`config.mk`:
```
export PLATFORM = sky130hd
export DESIGN_NAME = rgb_sinp
export DESIGN_NICKNAME = d
export VERILOG_FILES = /design/src/rtl/rgb_pkg.sv /design/src/rtl/rgb_sinp_sync.sv /design/src/rtl/rgb_sinp.sv
export SDC_FILE = /design/constraint.sdc
export NUM_CORES = 1
export LEC_CHECK = 0
export ABC_AREA = 1
export CAP_MARGIN = 10
export CORE_ASPECT_RATIO = 1.25
export CORE_UTILIZATION = 40
export CTS_CLUSTER_DIAMETER = 80
export DETAILED_ROUTE_END_ITERATION = 16
export PLACE_DENSITY = 0.57
export SYNTH_ARGS = -nofsm -noshare
export SYNTH_HDL_FRONTEND = slang
export SYNTH_SLANG_ARGS = --single-unit
```
`constraint.sdc`:
```
create_clock -name clk -period 4.4 [get_ports clk]
set_input_delay 0.88 -clock clk [delete_from_list [all_inputs] [get_ports clk]]
set_output_delay 0.88 -clock clk [all_outputs]
set_load 0.01 [all_outputs]
```
`src/rtl/rgb_pkg.sv`:
```
// Shared definitions for the WS2812b serial-in decoder and the RGBW serial-out stage:
// FIFO word layout, status bytes, decoder state encoding and word builders.
package rgb_pkg;

    localparam int unsigned WORD_W        = 32;
    localparam int unsigned BITS_PER_WORD = 24;

    localparam int unsigned BIT_VALID     = 31;
    localparam int unsigned BIT_STR_RST   = 30;
    localparam int unsigned BIT_PARTIAL   = 29;
    localparam int unsigned G_MSB         = 23;
    localparam int unsigned G_LSB         = 16;
    localparam int unsigned R_MSB         = 15;
    localparam int unsigned R_LSB         = 8;
    localparam int unsigned B_MSB         = 7;
    localparam int unsigned B_LSB         = 0;

    localparam logic [7:0] STATUS_DATA    = 8'h80;
    localparam logic [7:0] STATUS_STR_RST = 8'hC0;

    localparam int unsigned STATE_W       = 2;
    localparam logic [STATE_W-1:0] ST_IDLE_LOW  = 2'd0;
    localparam logic [STATE_W-1:0] ST_MEAS_HIGH = 2'd1;
    localparam logic [STATE_W-1:0] ST_ERR_HIGH  = 2'd2;
    localparam logic [STATE_W-1:0] ST_MEAS_LOW  = 2'd3;

    typedef enum logic [STATE_W-1:0] {
        IDLE_LOW  = ST_IDLE_LOW,
        MEAS_HIGH = ST_MEAS_HIGH,
        ERR_HIGH  = ST_ERR_HIGH,
        MEAS_LOW  = ST_MEAS_LOW
    } sinp_state_e;

    // Colour word: status byte, then G, R, B.
    function automatic logic [WORD_W-1:0] data_word(input logic [BITS_PER_WORD-1:0] grb);
        logic [WORD_W-1:0] w;
        w = {STATUS_DATA, 24'h0};
        w[G_MSB:G_LSB] = grb[23:16];
        w[R_MSB:R_LSB] = grb[15:8];
        w[B_MSB:B_LSB] = grb[7:0];
        return w;
    endfunction

    // Stream-reset word; partial flags that some bits were pending when the gap hit.
    function automatic logic [WORD_W-1:0] str_rst_word(input logic partial);
        logic [WORD_W-1:0] w;
        w = {STATUS_STR_RST, 24'h0};
        w[BIT_PARTIAL] = partial;
        return w;
    endfunction

endpackage

```
`src/rtl/rgb_sinp_sync.sv`:
```
// Two-flop synchronizer for the asynchronous serial input, with rise/fall detection
// on the synchronized level.
module rgb_sinp_sync (
    input  logic clk,
    input  logic rst,
    input  logic in_async,
    output logic sig_s,
    output logic rise_c,
    output logic fall_c
);

    logic meta_q, meta_d;
    logic sync_q, sync_d;
    logic prev_q, prev_d;

    always_comb begin
        meta_d = in_async;
        sync_d = meta_q;
        prev_d = sync_q;
    end

    always_ff @(posedge clk) begin
        if (rst) begin
            meta_q <= 1'b0;
            sync_q <= 1'b0;
            prev_q <= 1'b0;
        end else begin
            meta_q <= meta_d;
            sync_q <= sync_d;
            prev_q <= prev_d;
        end
    end

    assign sig_s  = sync_q;
    assign rise_c = sync_q & ~prev_q;
    assign fall_c = ~sync_q & prev_q;

endmodule

```
`src/rtl/rgb_sinp.sv`:
```
// WS2812b serial-in decoder: measures high/low times of the synchronized input,
// assembles 24-bit G-R-B words and writes colour / stream-reset words to a FIFO.
// Optional statistics counters are enabled with `define RGB_SINP_STATS_EN.
module rgb_sinp
    import rgb_pkg::*;
#(
    parameter int unsigned T_HIGH_MIN   = 8,
    parameter int unsigned T_BIT_THRESH = 58,
    parameter int unsigned T_HIGH_MAX   = 144,
    parameter int unsigned STR_RST      = 4800,
    parameter int unsigned COUNTER_MAX  = 5000
) (
    input  logic              clk,
    input  logic              rst,
    input  logic              in_sig,
    input  logic              in_wr_fifo_full,
    output logic              out_wr_fifo_en,
    output logic [WORD_W-1:0] out_wr_fifo_data,
    output logic              out_err,
    output logic              out_overflow
`ifdef RGB_SINP_STATS_EN
    ,
    output logic [15:0]       out_word_cnt,
    output logic [7:0]        out_drop_cnt
`endif
);

    localparam int unsigned CNT_W  = $clog2(COUNTER_MAX + 1);
    localparam int unsigned BCNT_W = $clog2(BITS_PER_WORD + 1);

    localparam logic [CNT_W-1:0]  CNT_SAT      = CNT_W'(COUNTER_MAX);
    localparam logic [CNT_W-1:0]  CNT_HIGH_MIN = CNT_W'(T_HIGH_MIN);
    localparam logic [CNT_W-1:0]  CNT_BIT_ONE  = CNT_W'(T_BIT_THRESH);
    localparam logic [CNT_W-1:0]  CNT_HIGH_MAX = CNT_W'(T_HIGH_MAX);
    localparam logic [CNT_W-1:0]  CNT_STR_RST  = CNT_W'(STR_RST);
    localparam logic [CNT_W-1:0]  CNT_ONE      = CNT_W'(1);
    localparam logic [BCNT_W-1:0] BCNT_LAST    = BCNT_W'(BITS_PER_WORD - 1);

    logic sig_s, rise_c, fall_c;

    rgb_sinp_sync u_sync (
        .clk      (clk),
        .rst      (rst),
        .in_async (in_sig),
        .sig_s    (sig_s),
        .rise_c   (rise_c),
        .fall_c   (fall_c)
    );

    sinp_state_e               state_q, state_d;
    logic [CNT_W-1:0]          cnt_q, cnt_d;
    logic [BCNT_W-1:0]         bit_cnt_q, bit_cnt_d;
    logic [BITS_PER_WORD-1:0]  shift_q, shift_d;
    logic                      armed_q, armed_d;
    logic                      wr_en_q, wr_en_d;
    logic [WORD_W-1:0]         wr_data_q, wr_data_d;
    logic                      err_q, err_d;
    logic                      ovf_q, ovf_d;

    logic                      emit_c;
    logic [WORD_W-1:0]         emit_word_c;
    logic                      bit_c;
    logic [CNT_W-1:0]          cnt_inc_c;

    assign cnt_inc_c = (cnt_q == CNT_SAT) ? cnt_q : cnt_q + CNT_ONE;

    always_comb begin
        state_d     = state_q;
        cnt_d       = cnt_q;
        bit_cnt_d   = bit_cnt_q;
        shift_d     = shift_q;
        armed_d     = armed_q;
        err_d       = err_q;
        ovf_d       = ovf_q;
        wr_en_d     = 1'b0;
        wr_data_d   = wr_data_q;
        emit_c      = 1'b0;
        emit_word_c = '0;
        bit_c       = 1'b0;

        case (state_q)
            IDLE_LOW: begin
                if (rise_c) begin
                    cnt_d   = CNT_ONE;
                    state_d = MEAS_HIGH;
                end
            end
            MEAS_HIGH: begin
                if (fall_c) begin
                    cnt_d   = CNT_ONE;
                    state_d = MEAS_LOW;
                    // Pulses shorter than the glitch floor leave the word untouched.
                    if (cnt_q >= CNT_HIGH_MIN) begin
                        bit_c   = (cnt_q >= CNT_BIT_ONE);
                        shift_d = {shift_q[BITS_PER_WORD-2:0], bit_c};
                        armed_d = 1'b1;
                        if (bit_cnt_q == BCNT_LAST) begin
                            emit_c      = 1'b1;
                            emit_word_c = data_word(shift_d);
                            bit_cnt_d   = '0;
                        end else begin
                            bit_cnt_d = bit_cnt_q + BCNT_W'(1);
                        end
                    end
                end else if (cnt_q >= CNT_HIGH_MAX) begin
                    err_d     = 1'b1;
                    bit_cnt_d = '0;
                    state_d   = ERR_HIGH;
                end else begin
                    cnt_d = cnt_inc_c;
                end
            end
            ERR_HIGH: begin
                if (!sig_s) begin
                    cnt_d   = CNT_ONE;
                    state_d = MEAS_LOW;
                end
            end
            MEAS_LOW: begin
                if (rise_c) begin
                    cnt_d   = CNT_ONE;
                    state_d = MEAS_HIGH;
                end else if (cnt_q == CNT_STR_RST) begin
                    if (armed_q) begin
                        emit_c      = 1'b1;
                        emit_word_c = str_rst_word(bit_cnt_q != '0);
                    end
                    bit_cnt_d = '0;
                    armed_d   = 1'b0;
                    state_d   = IDLE_LOW;
                end else begin
                    cnt_d = cnt_inc_c;
                end
            end
            default: state_d = IDLE_LOW;
        endcase

        // A full FIFO drops the word for good; decoding carries on regardless.
        if (emit_c) begin
            if (in_wr_fifo_full) begin
                ovf_d = 1'b1;
            end else begin
                wr_en_d   = 1'b1;
                wr_data_d = emit_word_c;
            end
        end
    end

    always_ff @(posedge clk) begin
        if (rst) begin
            state_q   <= IDLE_LOW;
            cnt_q     <= '0;
            bit_cnt_q <= '0;
            shift_q   <= '0;
            armed_q   <= 1'b0;
            wr_en_q   <= 1'b0;
            wr_data_q <= '0;
            err_q     <= 1'b0;
            ovf_q     <= 1'b0;
        end else begin
            state_q   <= state_d;
            cnt_q     <= cnt_d;
            bit_cnt_q <= bit_cnt_d;
            shift_q   <= shift_d;
            armed_q   <= armed_d;
            wr_en_q   <= wr_en_d;
            wr_data_q <= wr_data_d;
            err_q     <= err_d;
            ovf_q     <= ovf_d;
        end
    end

    assign out_wr_fifo_en   = wr_en_q;
    assign out_wr_fifo_data = wr_data_q;
    assign out_err          = err_q;
    assign out_overflow     = ovf_q;

`ifdef RGB_SINP_STATS_EN
    logic [15:0] word_cnt_q, word_cnt_d;
    logic [7:0]  drop_cnt_q, drop_cnt_d;

    // Written words wrap; dropped words saturate.
    always_comb begin
        word_cnt_d = word_cnt_q;
        drop_cnt_d = drop_cnt_q;
        if (emit_c) begin
            if (in_wr_fifo_full) begin
                if (drop_cnt_q != 8'hFF) drop_cnt_d = drop_cnt_q + 8'd1;
            end else begin
                word_cnt_d = word_cnt_q + 16'd1;
            end
        end
    end

    always_ff @(posedge clk) begin
        if (rst) begin
            word_cnt_q <= '0;
            drop_cnt_q <= '0;
        end else begin
            word_cnt_q <= word_cnt_d;
            drop_cnt_q <= drop_cnt_d;
        end
    end

    assign out_word_cnt = word_cnt_q;
    assign out_drop_cnt = drop_cnt_q;
`endif

endmodule

```
# Yosys cells after proc, flatten, opt, wreduce, memory -nomap -nowiden
# Index checks and enable logic that the tools add are counted.
# totals
regBits,82
latch_bits,0
ramBits,0
romBits,0
inputBits,4
output_inout_bits,35
word_cells,95
memories,0
# op_classes
add_sub_neg,2
mul,0
n_div,0
order_cmp,3
n_eq_ne,17
shifts,0
n_mux,42
n_bitwise,7
n_reduce_logical,12
# ops
cell,count
32-bit 2-to-1 mux,6
13-bit 2-to-1 mux,7
32-bit case mux with 2 select lines,1
13-bit case mux with 4 select lines,1
5-bit 2-to-1 mux,6
"13-bit == test, second input constant",2
"3-bit != test, second input constant",5
"13-bit by 1-bit adder with 13-bit output, second input constant",1
"13-bit by 4-bit greater-or-equal comparator with 1-bit output, second input constant",1
"13-bit by 6-bit greater-or-equal comparator with 1-bit output, second input constant",1
"13-bit by 8-bit greater-or-equal comparator with 1-bit output, second input constant",1
2-bit 2-to-1 mux,6
"2-bit != test, second input constant",6
1-bit 2-to-1 mux,11
5-bit case mux with 2 select lines,1
5-bit AND reduction,2
2-bit case mux with 4 select lines,1
4-bit AND reduction,2
3-bit AND reduction,2
"5-bit by 1-bit adder with 5-bit output, second input constant",1
"5-bit == test, second input constant",1
1-bit NOT,5
5-bit nonzero test,1
"2-bit == test, second input constant",2
other kinds (7),10

# Logic depth before layout (Yosys ltp)
# logic_depth
depth_word,7
depth_mapped,14
ltp_nobuf,13

# Modules after synthesis
# Synthesis repeated with hierarchy kept, for this count alone.
# unflattened
hier_cells,523
area_unflattened_um2,3694.8
# by_module_without_submodules
mod,n_inst,cells_per_inst,area_each_um2,seq_area_each_um2
rgb_sinp,1,511,3601.0,1481.4
rgb_sinp_sync,1,12,93.8,60.1

# Least setup slack after synthesis
# OpenSTA, ideal clock, no wires.
# synth_path
path_type,register -> register
startpoint,register state_q[0]
endpoint,register wr_data_q[12] (netlist: out_wr_fifo_data[12])
setup_ns,0.128
t_arrival_ns,1.572
required_ns,4.272
path_slack_ns,2.700
stages_incl_launch_ff,13
path_buffers,2
synth_period_minus_slack_ns,1.700
path_cell_list,dfxtp_1 ha_1 buf_4 inv_2 nor2_1 inv_2 nor2_4 nand2_1 nand2_4 nand2_4 buf_6 a21oi_1 nor2_1
# synth_between
elab_chain_len,3
elab_cells_between_ends,5
classes_between,eq/ne (2); mux (2); reduce/logical (1)
# synth_lines
element,line,text
"start, declared",rgb_sinp.sv:50,"sinp_state_e state_q, state_d;"
"start signal, assigned",rgb_sinp.sv:161,state_q <= state_d;
2-bit == test or 2-bit by 1-bit == test with 1-bit output (tied branches),rgb_sinp.sv:81,case (state_q)
1-bit case mux with 2 select lines,rgb_sinp.sv:81,
2-bit AND reduction (no line),-,
"end signal, assigned",rgb_sinp.sv:167,wr_data_q <= wr_data_d;
"end, declared",rgb_sinp.sv:56,"logic [WORD_W-1:0] wr_data_q, wr_data_d;"
# Parallel ways exist; a longest one is shown, timed or not.
# A chain may end at the register's enable or synchronous reset.

# Final worst setup path
# layout_path
startpoint,input in_wr_fifo_full
endpoint,register wr_data_q[2] (netlist: out_wr_fifo_data[2])
# layout_between
elab_chain_len,2
# layout_lines
element,line,text
"start, declared",rgb_sinp.sv:16,"input logic in_wr_fifo_full,"
1-bit NOT (no line),-,
2-bit AND reduction (no line),-,
# Every way passes these cells.

==> results <==
- The run finished with clean final reports.
- Static timing analysis puts the maximum clock frequency at 413.9 MHz.
- The count of vias placed by the detailed router is 3232.
- The overflow left after global routing is 0.
- In the post-synthesis netlist, the biggest area contributors are dfxtp_1 (42%), nand2_1 (8.7%), a21oi_1 (7.4%).
- The detail route stage leaves a number of antenna-violating nets equal to 0.
- In the synthesized netlist the async set-or-reset flop fraction comes to 0%.
- Synthesis inferred 77 register bits.
- The first global-routing pass estimated 14110 µm of wire.
- The CTS tree is yes.
- In this run the mean area of a mapped cell was 7.155 µm².
- Post-CTS timing repair inserted 0 buffers for setup.
- The layout-stage area growth over the synthesis result is 16.66%.
- The overall routing resource usage is 19.45%.
- Measured on the finished design, the core utilization comes to 48.47%.
- After detailed routing, the number of vias per cell comes to 4.890.
- The reg-to-reg critical path endpoint is out_wr_fifo_data[22].
- The highest fanout seen on the critical path is 28.
- The critical path data arrival time is 2.67 ns.
- In this run the standard cell core region covers 0.008748 mm².
- The initial core utilization is 41.55%.
- Of the post-synthesis cell area, the dominant cell type holds 42.41%.
- The total count of hold-check failures in the final report is 0.
- The HPWL after detailed placement is 5865 µm.
- The share of total power dissipated in sequential elements is 43.3%.
- The max-slew violation count came to 0.
- 0 antenna diodes ended up in the layout.
- The destination of the critical timing path is out_wr_fifo_data[2].
- After synthesis the cells add up to 0.003635 mm².
- The final critical path takes up 54.92% of the cycle.
- In the final routed layout, each cell accounts on average for 12.74 µm.
- Net switching is 34.49% of the power.
- The number of global-route vias before repair is 3052.
- The violation count after the first detailed-route iteration is 126.
- The number of instances on the worst hold path is 2.
- The layout cell share with drive strength beyond 1 is 9.242%.
- The clock insertion delay at the later pin of the skew report is 0.36 ns.
- The initial antenna violation count came to 0.
- The clock slew seen by the registers of the worst setup and hold paths is 0.08 ns.
- Entering global routing, the biggest net connects 40 pins.
- Port buffering added 33 buffers.
- The final RePlAce weighted congestion is 0.8850.
- STA classifies the critical path endpoint as a flip-flop.
- The primary flip-flop cell chosen by synthesis mapping is dfxtp_1.
- In this run the power density over the cells is 432.6 mW/mm².
- The number of synthesized flops with an enable pin is 0.
- The part of the power in combinational logic is 24.0%.
- The min-delay analysis places its worst path in the category reg -> reg.
- Data on the critical path is required at its endpoint by 4.65 ns.
- The total number of nets in the final design is 548.
- The first-pass iteration count of the detailed router is 4.
- The worst clock skew is 0.007979 ns.
- In this run, post-CTS repair resized a total of 0 instances.
- In this run the clock root is driven by a clkbuf_8.
- The number of hold buffers added after CTS was 0.
- The peak supply drop is 189.0 µV.
- In this run the vertical extent of the chip is 108.6 µm.
- The tool flagged a number of max-cap violations equal to 0.
- The critical path is of the in -> reg type.
- Setup repair after global routing left no endpoint under its margin.
- The number of cells produced by synthesis is 508.
- The clock sink count is 77.
- Row generation in the floorplan step produced 38 rows.
- The internal power contribution is 1202 µW.
- Summed over all failing endpoints, the final setup total negative slack is 0 ns.
- After filler insertion, the fill cell instance count of the layout stands at 918.
- The CTS H-tree depth is 3.
- Of the total power, the clock network draws 32.7%.
- The leakage power summed over all cells is 0.001596 µW.
- The worst register-to-register path has a depth of 11.
- Measured along the x axis, the die boundary spans 87.26 µm.
- The routed design has 8422 µm of wire.
- After detailed routing, the number of remaining DRC violations is 0.
- The remaining max-slew budget at the tightest pin is 45.01%.
- Counting the buffers created by CTS gives 9.
- The net switching power of the design is 632.6 µW.
- At the pin with the least slew margin, the transition time is 0.8222 ns.
- The kind of start point of the critical path is a primary input.
- During synthesis, Yosys emitted a total of 0 warnings.
- The startpoint of the worst-slack reg-to-reg timing path is cnt_q[11].
- Setup violations remaining at the end of the flow were counted as 0.
- The top cell type by total area after synthesis is dfxtp_1.
- The slack of the worst reg-to-reg path is 2.27 ns.
- The most critical setup path has its startpoint at in_wr_fifo_full.
- Counting along the longest clock path gives a buffer depth of 2.
- Sequential cells were found to cover 42.41% of the synthesized design area.
- The total die area is 0.009474 mm².
- The unique cell type count in the Yosys netlist is 31.
- After layout, the minimum clock period comes to 2.416 ns.
- 39 I/O pins were placed.
==> worst min-delay path by stage <==
stage | slack, ns | start | endpoint
finish | 0.42 | u_sync.meta_q | u_sync.sig_s
global route | 0.45 | u_sync.meta_q | u_sync.sig_s
CTS | 0.42 | u_sync.meta_q | u_sync.sig_s
detailed placement | 0.40 | u_sync.meta_q | u_sync.sig_s
global placement | 0.40 | u_sync.meta_q | u_sync.sig_s
floorplan | 0.39 | u_sync.meta_q | u_sync.sig_s
==> sequential cells by signal, indices dropped and copies added (netlist names) <==
name	cells
state_q	2
u_sync.meta_q	1
u_sync.sig_s	1
shift_q	23
cnt_q	13
bit_cnt_q	5
out_overflow	1
out_wr_fifo_data	27
armed_q	1
out_wr_fifo_en	1
out_err	1
u_sync.prev_q	1
==> metal layers <==
layer	wire length (µm)	up-vias	track usage, %
li1	-	1690	-
met1	4018	1490	23.32
met2	4003	40	33.31
met3	230	12	3.969
met4	170	0	8.548
met5	0	-	0
==> cell usage after synthesis (2+ instances only) <==
library cell and count:
a21oi_1 54, a21oi_2 3, buf_2 3, buf_4 8, buf_6 2, clkbuf_1 10, dfxtp_1 77, ha_1 8
inv_1 52, inv_2 8, nand2_1 84, nand2_2 4, nand2_4 3, nand3_1 33, nand3_4 2, nand4_1 8
nor2_1 69, nor2_2 5, nor2_4 4, nor3_1 27, o21ai_0 30, o21ai_1 3, o21bai_1 2, xor2_1 2
==> layout by cell type, fill, tap and decap left out, drive strengths merged, types with 3 or more instances in the layout <==
cell           Yosys  routed
ha                 8       8
inv               60      61
dfxtp             77      77
buf               13       3
clkdlybuf4s50      0      33
nor3              27      27
a21oi             57      57
clkbuf            10       9
o21ai             33      33
nand3             36      36
nor2              78      78
nand2             91      91
nand4              8       8
conb               1       5
clkinv             2       5
==> power groups by stage <==
| stage | registers, µW | logic, µW | clock network [µW] |
|---|---|---|---|
| after floorplan | 796 | 359 | 0 |
| after global placement | 808 | 439 | 0 |
| after detailed placement | 809 | 443 | 0 |
| after CTS | 793 | 445 | 623 |
| after global routing | 803 | 512 | 654 |
| final | 793 | 440 | 601 |
==> critical path, cell delays in order <==
cell	delay [ns]
clkdlybuf4s50_1	1.01
inv_1	0.23
nand2_4	0.35
nor2_4	0.07
nand2_1	0.07
nand2_1	0.04
==> area by class of cell <==
type                            instances  area, µm²  share of cell area (%)
Multi-Input combinational cell        350       1739                   41.02
Inverter                               62      234.0                   5.518
Clock inverter                          7      98.84                   2.331
Sequential cell                        77       1541                   36.35
Clock buffer                            9      123.9                   2.921
Timing Repair Buffer                   36      352.8                   8.321
Tap cell                              120      150.1                   3.541
==> per-stage QoR <==
stage / setup slack [ns] / hold slack, ns / cells / total power, µW / cell area (µm²)
after floorplan: 2.700 / 0.3883 / 512 / 1155 / 3650
after global placement: 1.660 / 0.3986 / 645 / 1247 / 4018
after CTS: 2.014 / 0.4183 / 661 / 1861 / 4240
after detailed placement: 1.618 / 0.4048 / 645 / 1252 / 4018
after global routing: 1.867 / 0.4479 / 661 / 1968 / 4240
final: 1.984 / 0.4161 / 661 / 1834 / 4240
==> kinds of logic after synthesis <==
| logic type | after synthesis | share of synthesized area (%) |
|---|---|---|
| simple gates | 240 | 30.40 |
| xor+xnor | 2 | 0.4820 |
| compound gates | 95 | 13.70 |
| flops | 77 | 42.41 |
| fa+ha+maj | 8 | 2.754 |
| buf+inv | 85 | 10.15 |
| other cells | 1 | 0.1032 |
Note: power is estimated with default switching activity, not from simulation.
